## src/rtl/hazard_pkg.sv

```systemverilog
// Shared types and constants for the hazard scoreboard.
// Holds the halt/drain state encoding, default pipeline latencies and the
// standard operand slack values a decoder hands to the scoreboard.
package hazard_pkg;

  // RUN: normal issue; DRAIN: HLT accepted, waiting for writers to retire;
  // HALTED: terminal until reset.
  typedef enum logic [1:0] {
    HS_RUN,
    HS_DRAIN,
    HS_HALTED
  } hs_state_t;

  localparam int DEF_NUM_REGS = 16;
  localparam int DEF_ALU_LAT  = 2;
  localparam int DEF_LOAD_LAT = 3;
  localparam int DEF_FLAG_LAT = 1;
  localparam int DEF_STAT_W   = 16;

  // How many pending cycles a consumer can tolerate on an operand:
  // read in ID, consumed as an EX operand, or store data forwarded MEM-to-MEM.
  localparam int SLACK_ID  = 0;
  localparam int SLACK_EX  = 2;
  localparam int SLACK_MEM = 3;

endpackage

```

## src/rtl/hs_pend_counter.sv

```systemverilog
// Pending-cycle down-counter for one scoreboard entry.
// Ports:
//   clk, rst_n   clock / async active-low reset
//   freeze_i     hold the count (memory stall)
//   load_i       load load_val_i (takes priority over the decrement)
//   load_val_i   latency to load
//   count_o      current pending count
//   zero_o       count_o == 0
module hs_pend_counter #(
  parameter int CNT_W = 2
) (
  input  logic             clk,
  input  logic             rst_n,
  input  logic             freeze_i,
  input  logic             load_i,
  input  logic [CNT_W-1:0] load_val_i,
  output logic [CNT_W-1:0] count_o,
  output logic             zero_o
);

  logic [CNT_W-1:0] count_q;
  logic [CNT_W-1:0] count_d;

  // Freeze wins over everything; a load overrides the normal decrement.
  always_comb begin
    count_d = count_q;
    if (!freeze_i) begin
      if (load_i) begin
        count_d = load_val_i;
      end else if (count_q != '0) begin
        count_d = count_q - CNT_W'(1);
      end
    end
  end

  always_ff @(posedge clk or negedge rst_n) begin
    if (!rst_n) begin
      count_q <= '0;
    end else begin
      count_q <= count_d;
    end
  end

  assign count_o = count_q;
  assign zero_o  = (count_q == '0);

endmodule

```

## src/rtl/hazard_scoreboard.sv

```systemverilog
// ID-stage hazard scoreboard.
// Tracks, per architectural register and for the Z/NV flags, how many cycles
// remain until the producing instruction's result can be forwarded. A consumer
// stalls while the pending count exceeds the slack it can tolerate. Also
// freezes on memory stalls, drains the pipeline on HLT and counts stall cycles.
// Ports:
//   clk, rst_n                  clock / async active-low reset
//   id_valid .. id_is_hlt       decoded instruction currently in ID
//   mem_stall                   data memory busy, freeze the pipeline
//   branch_mispredicted/_taken  branch resolution in ID
//   pc_stall, if_id_stall       hold PC and IF/ID
//   id_flush                    inject a bubble into ID/EX
//   if_flush                    squash the fetched instruction
//   halted                      halt drain complete
//   stall_count                 saturating count of hazard-stall cycles
module hazard_scoreboard
  import hazard_pkg::*;
#(
  parameter int NUM_REGS = DEF_NUM_REGS,
  parameter int REG_W    = $clog2(NUM_REGS),
  parameter int ALU_LAT  = DEF_ALU_LAT,
  parameter int LOAD_LAT = DEF_LOAD_LAT,
  parameter int FLAG_LAT = DEF_FLAG_LAT,
  parameter int CNT_W    = $clog2(LOAD_LAT + 1),
  parameter int STAT_W   = DEF_STAT_W
) (
  input  logic              clk,
  input  logic              rst_n,
  input  logic              id_valid,
  input  logic [REG_W-1:0]  id_src1,
  input  logic              id_src1_en,
  input  logic [CNT_W-1:0]  id_src1_slack,
  input  logic [REG_W-1:0]  id_src2,
  input  logic              id_src2_en,
  input  logic [CNT_W-1:0]  id_src2_slack,
  input  logic [REG_W-1:0]  id_dst,
  input  logic              id_regwrite,
  input  logic              id_is_load,
  input  logic              id_sets_flags,
  input  logic              id_uses_flags,
  input  logic              id_is_hlt,
  input  logic              mem_stall,
  input  logic              branch_mispredicted,
  input  logic              branch_taken,
  output logic              pc_stall,
  output logic              if_id_stall,
  output logic              id_flush,
  output logic              if_flush,
  output logic              halted,
  output logic [STAT_W-1:0] stall_count
);

  localparam logic [CNT_W-1:0] ALU_V  = CNT_W'(ALU_LAT);
  localparam logic [CNT_W-1:0] LOAD_V = CNT_W'(LOAD_LAT);
  localparam logic [CNT_W-1:0] FLAG_V = CNT_W'(FLAG_LAT);

  hs_state_t state_q;
  hs_state_t state_d;
  logic [STAT_W-1:0] stall_count_q;
  logic [STAT_W-1:0] stall_count_d;

  logic [CNT_W-1:0]    pend [NUM_REGS];
  logic [NUM_REGS-1:0] pend_zero;
  logic [CNT_W-1:0]    flag_pend;
  logic                flag_zero;

  logic run;
  logic src1_haz;
  logic src2_haz;
  logic flag_haz;
  logic hazard;
  logic issue;
  logic wr_load;
  logic [CNT_W-1:0] wr_lat;
  logic all_clear;

  assign run = (state_q == HS_RUN);

  // Register 0 never reads as pending, so it is excluded by index as well.
  assign src1_haz = id_src1_en && (id_src1 != '0) && (pend[id_src1] > id_src1_slack);
  assign src2_haz = id_src2_en && (id_src2 != '0) && (pend[id_src2] > id_src2_slack);
  assign flag_haz = id_uses_flags && !flag_zero;
  assign hazard   = id_valid && (src1_haz || src2_haz || flag_haz);

  assign issue   = id_valid && !hazard && !mem_stall && run && !id_is_hlt;
  assign wr_load = issue && id_regwrite;
  assign wr_lat  = id_is_load ? LOAD_V : ALU_V;

  // Entry 0 is the hard-wired zero register and never carries a counter.
  assign pend[0]      = '0;
  assign pend_zero[0] = 1'b1;

  for (genvar r = 1; r < NUM_REGS; r++) begin : g_pend
    hs_pend_counter #(.CNT_W(CNT_W)) u_cnt (
      .clk        (clk),
      .rst_n      (rst_n),
      .freeze_i   (mem_stall),
      .load_i     (wr_load && (id_dst == REG_W'(r))),
      .load_val_i (wr_lat),
      .count_o    (pend[r]),
      .zero_o     (pend_zero[r])
    );
  end

  hs_pend_counter #(.CNT_W(CNT_W)) u_flag_cnt (
    .clk        (clk),
    .rst_n      (rst_n),
    .freeze_i   (mem_stall),
    .load_i     (issue && id_sets_flags),
    .load_val_i (FLAG_V),
    .count_o    (flag_pend),
    .zero_o     (flag_zero)
  );

  assign all_clear = (&pend_zero) && flag_zero;

  // Halt FSM: an HLT only leaves RUN once it is itself hazard-free, and the
  // drain completes when every in-flight writer has retired.
  always_comb begin
    state_d = state_q;
    case (state_q)
      HS_RUN:    if (id_valid && id_is_hlt && !hazard && !mem_stall) state_d = HS_DRAIN;
      HS_DRAIN:  if (all_clear && !mem_stall) state_d = HS_DRAIN == HS_DRAIN ? HS_HALTED : HS_DRAIN;
      HS_HALTED: state_d = HS_HALTED;
      default:   state_d = HS_RUN;
    endcase
  end

  // Only genuine hazard stalls in RUN are counted; memory-stall cycles are not.
  always_comb begin
    stall_count_d = stall_count_q;
    if (hazard && !mem_stall && run && (stall_count_q != '1)) begin
      stall_count_d = stall_count_q + STAT_W'(1);
    end
  end

  always_ff @(posedge clk or negedge rst_n) begin
    if (!rst_n) begin
      state_q       <= HS_RUN;
      stall_count_q <= '0;
    end else begin
      state_q       <= state_d;
      stall_count_q <= stall_count_d;
    end
  end

  assign pc_stall    = mem_stall || hazard || (id_valid && id_is_hlt) || !run;
  assign if_id_stall = pc_stall;
  assign id_flush    = !mem_stall && (!run || hazard || (id_valid && id_is_hlt));
  // An unresolved (stalled) branch must not squash the fetch stream yet.
  assign if_flush    = branch_mispredicted && branch_taken && !hazard && !mem_stall;
  assign halted      = (state_q == HS_HALTED);
  assign stall_count = stall_count_q;

endmodule
```

## config.mk

```make
export PLATFORM = sky130hd
export DESIGN_NAME = hazard_scoreboard
export DESIGN_NICKNAME = d
export VERILOG_FILES = /design/src/rtl/hazard_pkg.sv /design/src/rtl/hs_pend_counter.sv /design/src/rtl/hazard_scoreboard.sv
export SDC_FILE = /design/constraint.sdc
export NUM_CORES = 1
export LEC_CHECK = 0
export ABC_AREA = 1
export BUFFER_PORTS_ARGS = -buffer_cell sky130_fd_sc_hd__buf_2
export CELL_PAD_IN_SITES_DETAIL_PLACEMENT = 1
export CELL_PAD_IN_SITES_GLOBAL_PLACEMENT = 2
export CORE_MARGIN = 2
export CORE_UTILIZATION = 29
export CTS_CLUSTER_DIAMETER = 120
export DETAILED_ROUTE_END_ITERATION = 8
export PLACE_DENSITY_LB_ADDON = 0.1
export SYNTH_ARGS = -nofsm -noshare
export SYNTH_HDL_FRONTEND = slang
export SYNTH_HIERARCHICAL = 1
export SYNTH_SLANG_ARGS = --single-unit
```

## constraint.sdc

```tcl
create_clock -name clk -period 2.8 [get_ports clk]
set_clock_uncertainty 0.2 [all_clocks]
set_input_delay 0.56 -clock clk [delete_from_list [all_inputs] [get_ports clk]]
set_output_delay 0.56 -clock clk [all_outputs]
set_load 0.005 [all_outputs]
```

# --- After elaboration in Yosys (flattened, before gate mapping) ---
# Index checks and enable logic that the tools add are counted.
totals:
  register_bits: 50
  latch_bits: 0
  mem_bits_rw: 0
  mem_bits_ro: 0
  inputBits: 29
  mem_count: 0
classes:
  add_sub_neg: 17
  multipliers: 0
  n_div: 0
  n_lt_le_gt_ge: 4
  eq_ne: 20
  n_shift: 0
  n_mux: 42
  bitwise_logic: 3
  n_reduce_logical: 120
op_table:
  columns: ["operator", "n"]
  rows:
  - ["2-bit two-way mux", 38]
  - ["2-bit nonzero test", 32]
  - ["1-bit logical AND", 39]
  - ["2-bit logical NOT", 17]
  - ["2-bit AND reduction", 17]
  - ["4-bit equality test, second input constant", 8]
  - ["2-bit by 1-bit subtractor with 2-bit output, second input constant", 16]
  - ["16-bit by 1-bit adder with 16-bit output, second input constant", 1]
  - ["2-bit binary-select mux with 4-bit select", 2]
  - ["4-bit by 3-bit equality test with 1-bit output, second input constant", 4]
  - ["16-bit inequality test, second input constant", 1]
  - ["15-bit AND reduction", 1]
  - ["5-bit greater-or-equal comparator, second input constant", 2]
  - ["4-bit NOT with 5-bit output", 2]
  - ["4-bit by 2-bit equality test with 1-bit output, second input constant", 2]
  - ["4-bit nonzero test", 2]
  - ["1-bit logical OR", 7]
  - ["2-bit case mux with 3 select lines", 1]
  - ["1-bit logical NOT", 5]
  - ["4-bit by 1-bit equality test with 1-bit output, second input constant", 1]
  - ["2-bit greater-than comparator", 2]
  - ["2-bit by 1-bit equality test with 1-bit output, second input constant", 1]
  - ["2-bit equality test, second input constant", 1]
  - ["2-bit by 1-bit inequality test with 1-bit output, second input constant", 1]
  - ["3 further kinds", 3]

# --- Logic depth before layout (Yosys ltp) ---
# Gate-level depths: netlist (run 1).
depth:
  word_depth: 18
  depth_mapped: 22
  mapped_depth_nobuf: 21

# --- Modules after synthesis ---
# The synthesis (run 1) kept the hierarchy.
by_module_without_submodules:
  columns: ["module", "instances", "cells_per_inst", "area_each_um2", "seq_area_each_um2"]
  rows:
  - ["hs_pend_counter", 16, 20, 133.9, 50.0]
  - ["hazard_scoreboard", 1, 335, 2089.5, 450.4]

# --- Least setup slack after synthesis (run 1) ---
# Ideal clock, no wire load.
synth_path:
  path_kind: "input -> output"
  start: "in id_src1[0]"
  end: "out pc_stall"
  arrival_time_ns: 2.367
  slack_ns: -0.327
  path_stages: 15
  path_buffers: 2
  path_cell_list: "buf_6 > inv_2 > nor2_1 > nand2_1 > o211ai_1 > nand3_1 > nand2_1 > inv_1 > ha_1 > a21boi_0 > nand3_2 > nand3_4 > nand2_1 > nand4_1 > buf_4"
synth_via:
  elab_chain_cells: 12
  word_cells_on_any_way: 14
  classes_between: "1 x order compare; 3 x mux; 1 x bitwise; 9 x reduce/logical"
synth_lines:
  columns: ["element", "line", "text"]
  rows:
  - ["start, declared", "hazard_scoreboard.sv:30", "input logic [REG_W-1:0] id_src1,"]
  - ["4-bit NOT with 5-bit output (implied by the code)", "hazard_scoreboard.sv:80", "assign src1_haz = id_src1_en && (id_src1 != '0) && (pend[id_src1] > id_src1_slack);"]
  - ["2-bit binary-select mux with 4-bit select", "hazard_scoreboard.sv:80", null]
  - ["2-bit two-way mux (implied by the code) (2 in a row)", "hazard_scoreboard.sv:80", null]
  - ["2-bit greater-than comparator", "hazard_scoreboard.sv:80", null]
  - ["1-bit logical AND *", "hazard_scoreboard.sv:80", null]
  - ["1-bit logical OR * (2 in a row)", "hazard_scoreboard.sv:83", "assign hazard = id_valid && (src1_haz || src2_haz || flag_haz);"]
  - ["1-bit logical AND *", "hazard_scoreboard.sv:83", null]
  - ["1-bit logical OR * (3 in a row)", "hazard_scoreboard.sv:147", "assign pc_stall = mem_stall || hazard || (id_valid && id_is_hlt) || !run;"]
  - ["end, declared", "hazard_scoreboard.sv:45", "output logic pc_stall,"]
# Mark *: on every way between the ends. The rest lies on a longest branch, timed or not. The select of a mux whose other input is x is not followed.

# --- Final worst setup path (run 1) ---
layout_path:
  start: "in id_src1[0]"
  end: "out id_flush"
layout_via:
  elab_chain_cells: 12
  word_cells_on_any_way: 14
  classes_between: "1 x order compare; 3 x mux; 1 x bitwise; 9 x reduce/logical"
layout_lines:
  columns: ["element", "line", "text"]
  rows:
  - ["4-bit NOT with 5-bit output (implied by the code)", "hazard_scoreboard.sv:80", null]
  - ["2-bit binary-select mux with 4-bit select", "hazard_scoreboard.sv:80", null]
  - ["2-bit two-way mux (implied by the code) (2 in a row)", "hazard_scoreboard.sv:80", null]
  - ["2-bit greater-than comparator", "hazard_scoreboard.sv:80", null]
  - ["1-bit logical AND *", "hazard_scoreboard.sv:80", null]
  - ["1-bit logical OR * (2 in a row)", "hazard_scoreboard.sv:83", null]
  - ["1-bit logical AND *", "hazard_scoreboard.sv:83", null]
  - ["1-bit logical OR * (2 in a row)", "hazard_scoreboard.sv:149", "assign id_flush = !mem_stall && (!run || hazard || (id_valid && id_is_hlt));"]
  - ["1-bit logical AND *", "hazard_scoreboard.sv:149", null]
  - ["end, declared", "hazard_scoreboard.sv:47", "output logic id_flush,"]
# Marks and branches as above.

==> flow_summary.toml, run 1 <==
[power]
p_int_w = 0.00265
power_frac_clock_pct = 15.9
power_per_cell_area_nw_per_um2 = 770
switching_power_w = 0.00205
netSwitchingFraction_pct = 43.6
max-vdd-ir-drop_mv = 0.319
pwr-share-comb_pct = 55.9
power.leakage_nw = 2.93
power.share.sequential_pct = 28.2

[run_status]
violations = "setup timing"
status = "finished with violations"

[setup_path]
cp.buffers_inverters = 4
critPathCaptureType = "output pin"
cp_max_fo = 8
crit_chain = "buf_12 > clkinv_8 > buf_12 > a21oi_1 > o21ai_2 > o2111ai_2 > nand3_1 > nand2_2 > ha_4 > a21boi_2 > nand3_2 > nand3_4 > nand2_4 > a31oi_4 > buf_2"
required_ns = 2.04
cp.arrival_ns = 2.33
start_kind = "input pin"
cp_slowest_cell = "ha_4"
slowest_delay_ns = 0.21
crit_type = "in -> out"
r2r_setup_slack_ns = -0.12
cpMostUsedCell = "buf_12"
path_delay_family = "compound AO/OA/AOI/OAI gates"

[run]
maxCapViolations = 0

[placement]
hpwl_um = 11800
dp.cells = 957
gp_congestion = 0.858
place.port_buffers = 49

[die]
ios = 50
die_area_um2 = 15600
coreArea_um2 = 14400
die_width_um = 125
start_util_pct = 29.4
rows = 44
die_y_um = 125

[route]
wire_per_inst_um = 15.8
highest_layer = "met4"
drc_errors = 0
postRouteAntennaNets = 0
num_vias = 4697
viasPerCell = 4.74
wl_met2_um = 7230
firstDrtPassIters = 6
wl_met1_um = 7640
drt-initial-drc-count = 185
drt-total-wl_um = 15600
wl_met3_um = 495

[clock_tree]
clock_latency_ns = 0.30
cts_made_buffers = 5
cts.sinks = 50
clk_pin_slew_worst_paths_ns = 0.08
cts_tree = "built"
cts_root_buf = "clkbuf_16"
htree_levels = 2
clockBufferDepth = 2

[global_route]
grt_remaining_overflow = 0
grt_max_degree = 35
grt_pass1_vias = 4820
grt.total_usage_pct = 20.1
grt_antenna_before_repair = 0
grt_pass1_wl_um = 24900

[final_layout]
layout.nets = 859
fillers = 1817
finalNonFillerCells = 990
n_antenna_cell = 0
multi_input_area_um2 = 2920
utilization_pct = 42.5
layout-drive-gt1-share_pct = 33.9
seq_area_um2 = 1250
syn_to_final_growth_pct = 44.5

[logic_synthesis]
synth-seq-cells = 50
async_reset_ff_share_pct = 100
yosys_warnings = 6
synthCells = 655
synth_area_um2 = 4230
ys.flop_type = "dfrtp_1"
yosys.cell_types.count = 36
synth_edf_count = 0
ys_seq_area_share_pct = 29.6
syn_avg_cell_area_um2 = 6.46

[sta]
finalSetupTns_ns = -4.20
worst_slew_pin_slew_ns = 0.630
finalCritPeriodShare_pct = 111
slew_violations = 0
rsz0062_at_grt = "true"
fmax_mhz = 323
timing.slew.headroom_pct = 58.0
worst_slack_ns = -0.294
min_period_ns = 3.09
setup_viol = 36
finalHoldViolations = 0

[hold_path]
hold_class = "in -> async"
path summary, 6_finish.rpt:
| path | cells after the start | end | startpoint |
|---|---|---|---|
| min reg2reg | 2 | u_flag_cnt/count_o[1]$_DFFE_PN0P_ | u_flag_cnt/count_o[1]$_DFFE_PN0P_ |
| min in group clk | 2 | u_flag_cnt/count_o[1]$_DFFE_PN0P_ | u_flag_cnt/count_o[1]$_DFFE_PN0P_ |
| max in group asynchronous | 2 | g_pend[5].u_cnt/count_o[0]$_DFFE_PN0P_ | rst_n |
| min | 1 | g_pend[2].u_cnt/count_o[0]$_DFFE_PN0P_ | rst_n |
| max | 15 | id_flush | id_src1[0] |
| max reg2reg | 22 | g_pend[9].u_cnt/count_o[1]$_DFFE_PN0P_ | g_pend[14].u_cnt/count_o[1]$_DFFE_PN0P_ |
state kept, by name (all words and copies together) (netlist names):
register              flops
u_flag_cnt/count_o        2
state_q                   2
stall_count              16
g_pend.u_cnt/count_o     30
synth_stat cells (7+ instances only):
library cell	number	area [um2]
nand4_1	12	75.1
o21ai_0	49	245
inv_2	17	63.8
inv_1	99	372
nor2_1	41	154
o21ai_1	15	75.1
a21oi_1	10	50.1
nand2_1	241	905
xor2_1	7	61.3
a21oi_2	16	140
nand3_1	25	125
ha_1	25	313
dfrtp_1	50	1250
cells by family (layout without fill, tap and decap cells):
logic type	after synthesis	count (layout)	synth area share [%]
AND/OR/NAND/NOR	336	336	33.5
buffers and inverters	124	260	11.9
AO/OA/AOI/OAI	105	105	14.8
flip-flops	50	50	29.6
adder cells (fa/ha/maj)	25	25	7.39
XOR/XNOR	13	13	2.69
other	2	17	0.177
power by group through the flow:
stage          clock, W  combinational, W  sequential (W)
2_1_floorplan         0           0.00139         0.00123
3_3_place_gp          0           0.00222         0.00131
3_5_place_dp          0           0.00230         0.00132
4_1_cts        0.000772           0.00238         0.00131
5_1_grt        0.000800           0.00299         0.00137
6_report       0.000748           0.00263         0.00133
stage by stage:
step                      hold slack [ns]  power (W)  instance area (um2)  setup slack (ns)
final                              0.0711    0.00471                 6110            -0.294
after detailed placement            0.271    0.00362                 5250            -0.737
after floorplan                    0.0644    0.00262                 4360            -0.127
after global placement              0.269    0.00353                 5250            -0.659
after global routing                0.106    0.00516                 6110            -0.418
after CTS                          0.0820    0.00446                 5650            -0.357
per-layer routing:
layer,vias up,global-route usage [%]
met3,13,3.09
met4,0,3.83
met5,-,0
met1,2266,27.9
met2,65,33.2
li1,2353,-
area by class of cell:
class                   instances  area share, %
clock inverters                 3          0.798
repair inverters                1         0.0819
well taps                     184           3.77
inverters                     116           7.57
clock buffers                   5           2.05
flip-flops and latches         50           20.5
repair buffers                135           17.5
multi-input cells             496           47.8
cell usage in the layout, fill, tap and decap left out, drive strengths merged:
cell type    n
inv        115
nor3         5
o21ai       64
a21oi       26
conb        17
a21boi       1
nor3b        1
a22oi        3
a22o         1
nand4       13
ha          25
xnor2        6
nand3       29
clkinvlp     1
dfrtp       50
xor2         7
nand2      241
clkinv       3
nor2        46
nand3b       1
o211ai       4
clkbuf       7
buf        133
bufinv       1
o2111ai      3
a31oi        1
o31ai        1
o21a         1
what timing repair did:
action                                  4_1_cts  5_1_grt
resized for setup                            44       99
endpoints found under the setup margin       52       52
cloned                                        0        3
hold buffers                                  0        0
pin swaps                                    12       50
buffers inserted                              8       17
Note: power is estimated with default switching activity, not from simulation.
==> run 2, diff against run 1 <==
--- a/config.mk
+++ b/config.mk
@@ -14,6 +14,7 @@
 export CTS_CLUSTER_DIAMETER = 120
 export DETAILED_ROUTE_END_ITERATION = 8
 export PLACE_DENSITY_LB_ADDON = 0.1
+export RECOVER_POWER = 50
 export SYNTH_ARGS = -nofsm -noshare
 export SYNTH_HDL_FRONTEND = slang
 export SYNTH_HIERARCHICAL = 1
==> run 2 against run 1 <==
Compared with the run above: routed wire length hardly changed; sequential power hardly changed; critical path depth stayed put; via count is 0.17% lower; core utilization is 0.11 points lower; non-clock buffer count stayed put; sequential share of layout area is 0.055 points higher; largest power group unchanged; setup slack better by 0.0035 ns; the flow still finishes with violations (setup timing); clock-buffer cell count stayed put; global-route usage stayed put; cell area is 0.27% lower.
==> flow_summary.toml, run 2 (synthesized netlist as in run 1, its figures left out) <==
[hold_path]
hold_depth = 2
hold_class = "reg -> reg"
holdPathEnd = "u_flag_cnt/count_o[1]$_DFFE_PN0P_"
min-delay-start = "u_flag_cnt/count_o[1]$_DFFE_PN0P_"

[setup_path]
critPathCaptureType = "output pin"
start_kind = "input pin"
worstReg2RegStart = "g_pend[14].u_cnt/count_o[1]$_DFFE_PN0P_"
crit_type = "in -> out"
cp.arrival_ns = 2.33
crit_start = "id_src1[0]"
r2r_setup_slack_ns = -0.12
worstRegToRegCells = 22
timing.rr.end = "g_pend[10].u_cnt/count_o[1]$_DFFE_PN0P_"
slowest_delay_ns = 0.21
cp_max_fo = 8
crit_chain = "buf_12 > clkinv_8 > buf_12 > a21oi_1 > o21ai_2 > o2111ai_2 > nand3_1 > nand2_2 > ha_4 > a21boi_2 > nand3_2 > nand3_4 > nand2_4 > a31oi_4 > buf_2"
required_ns = 2.04
cp_slowest_cell = "ha_4"
cpMostUsedCell = "buf_12"

[route]
wire_per_inst_um = 15.8
firstDrtPassIters = 4
postRouteAntennaNets = 0
drt-total-wl_um = 15600
drc_errors = 0
viasPerCell = 4.74
drt-initial-drc-count = 192
num_vias = 4689

[run_status]
violations = "setup timing"
status = "finished with violations"

[clock_tree]
clockBufferDepth = 2
cts.sinks = 50
cts_root_buf = "clkbuf_16"
htree_levels = 2
clk_pin_slew_worst_paths_ns = 0.07
clock_latency_ns = 0.30
cts_tree = "built"
cts_made_buffers = 5

[power]
power_per_cell_area_nw_per_um2 = 771
power_frac_clock_pct = 15.9
switching_power_w = 0.00205
power.share.sequential_pct = 28.2
netSwitchingFraction_pct = 43.7
power_w = 0.00470
pwr-share-comb_pct = 55.8
power.leakage_nw = 2.92
p_int_w = 0.00265
max-vdd-ir-drop_mv = 0.318

[final_layout]
syn_to_final_growth_pct = 44.1
largest_reg_flops = 30
n_antenna_cell = 0
layout_common_cells = "207 x nand2_1, 91 x inv_1, 64 x buf_4"
utilization_pct = 42.4
layout-drive-gt1-share_pct = 33.7
layout.nets = 859
final_common_cell = "nand2_1"

[die]
coreArea_um2 = 14400
ios = 50
die_area_um2 = 15600
start_util_pct = 29.4
rows = 44
die_width_um = 125
die_y_um = 125

[global_route]
grt_pass1_wl_um = 24900
grt_pass1_vias = 4820
grt.total_usage_pct = 20.1
grt_max_degree = 35
grt_antenna_before_repair = 0
grt_remaining_overflow = 0

[sta]
worst_slack_ns = -0.291
worst_hold_slack_ns = 0.284
fmax_mhz = 324
slew_violations = 0
min_period_ns = 3.09
worst_slew_pin_slew_ns = 1.42
setup_viol = 34
timing.slew.headroom_pct = 5.05
finalCritPeriodShare_pct = 110
finalHoldViolations = 0
rsz0062_at_grt = "true"

[placement]
hpwl_um = 11800
preCtsSetupSlack_ns = -0.737
place.port_buffers = 49
gp_congestion = 0.858

[run]
maxCapViolations = 0
run 2: worst max-delay path by stage:
stage	slack [ns]	depth (start not counted)	to
detailed placement	-0.74	19	g_pend[1].u_cnt/count_o[1]$_DFFE_PN0P_
floorplan	-0.13	15	pc_stall
global route	-0.42	16	id_flush
global placement	-0.66	15	id_flush
finish	-0.29	15	id_flush
CTS	-0.36	15	id_flush
run 2: timing repair:
| item | 4_1_cts | 5_1_grt |
|---|---|---|
| endpoints found under the setup margin | 52 | 52 |
| hold buffers | 0 | 0 |
| setup buffers | 8 | 17 |
| pin swaps | 12 | 50 |
| gates resized for setup | 44 | 99 |
| gates cloned | 0 | 3 |
run 2: area by class of cell:
| class | count | area, um2 |
|---|---|---|
| fillers | 1820 | 8270 |
| multi-input cells | 496 | 2920 |
| flip-flops and latches | 50 | 1250 |
| repair buffers | 135 | 1050 |
| inverters | 116 | 463 |
| well taps | 184 | 230 |
| clock buffers | 5 | 125 |
| clock inverters | 3 | 48.8 |
| repair inverters | 1 | 5.00 |
run 2: critical path: cells and delay by family:
kind / cells / cell delay (ns)
AO/OA/AOI/OAI: 5 / 0.58
adder cells (fa/ha/maj): 1 / 0.21
buffers and inverters: 4 / 0.45
AND/OR/NAND/NOR: 5 / 0.53
run 2: through the flow:
step	cells	area (um2)	setup TNS, ns
floorplan	670	4360	-2.39
global placement	957	5250	-25.56
detailed placement	957	5250	-29.57
CTS	973	5650	-6.94
global route	990	6100	-9.90
finish	990	6100	-4.15
run 2: power groups by stage:
stage	logic (W)	registers, W	clock network (W)
global route	0.00299	0.00137	0.000800
finish	0.00263	0.00133	0.000748
CTS	0.00238	0.00131	0.000772
global placement	0.00222	0.00131	0
floorplan	0.00139	0.00123	0
detailed placement	0.00230	0.00132	0
run 2: layer usage:
metal  GRT usage (%)  share of wire (%)
met3            3.09                2.9
met4            3.83                1.5
met1            27.9                 49
met2            33.2                 46
met5               0                  0
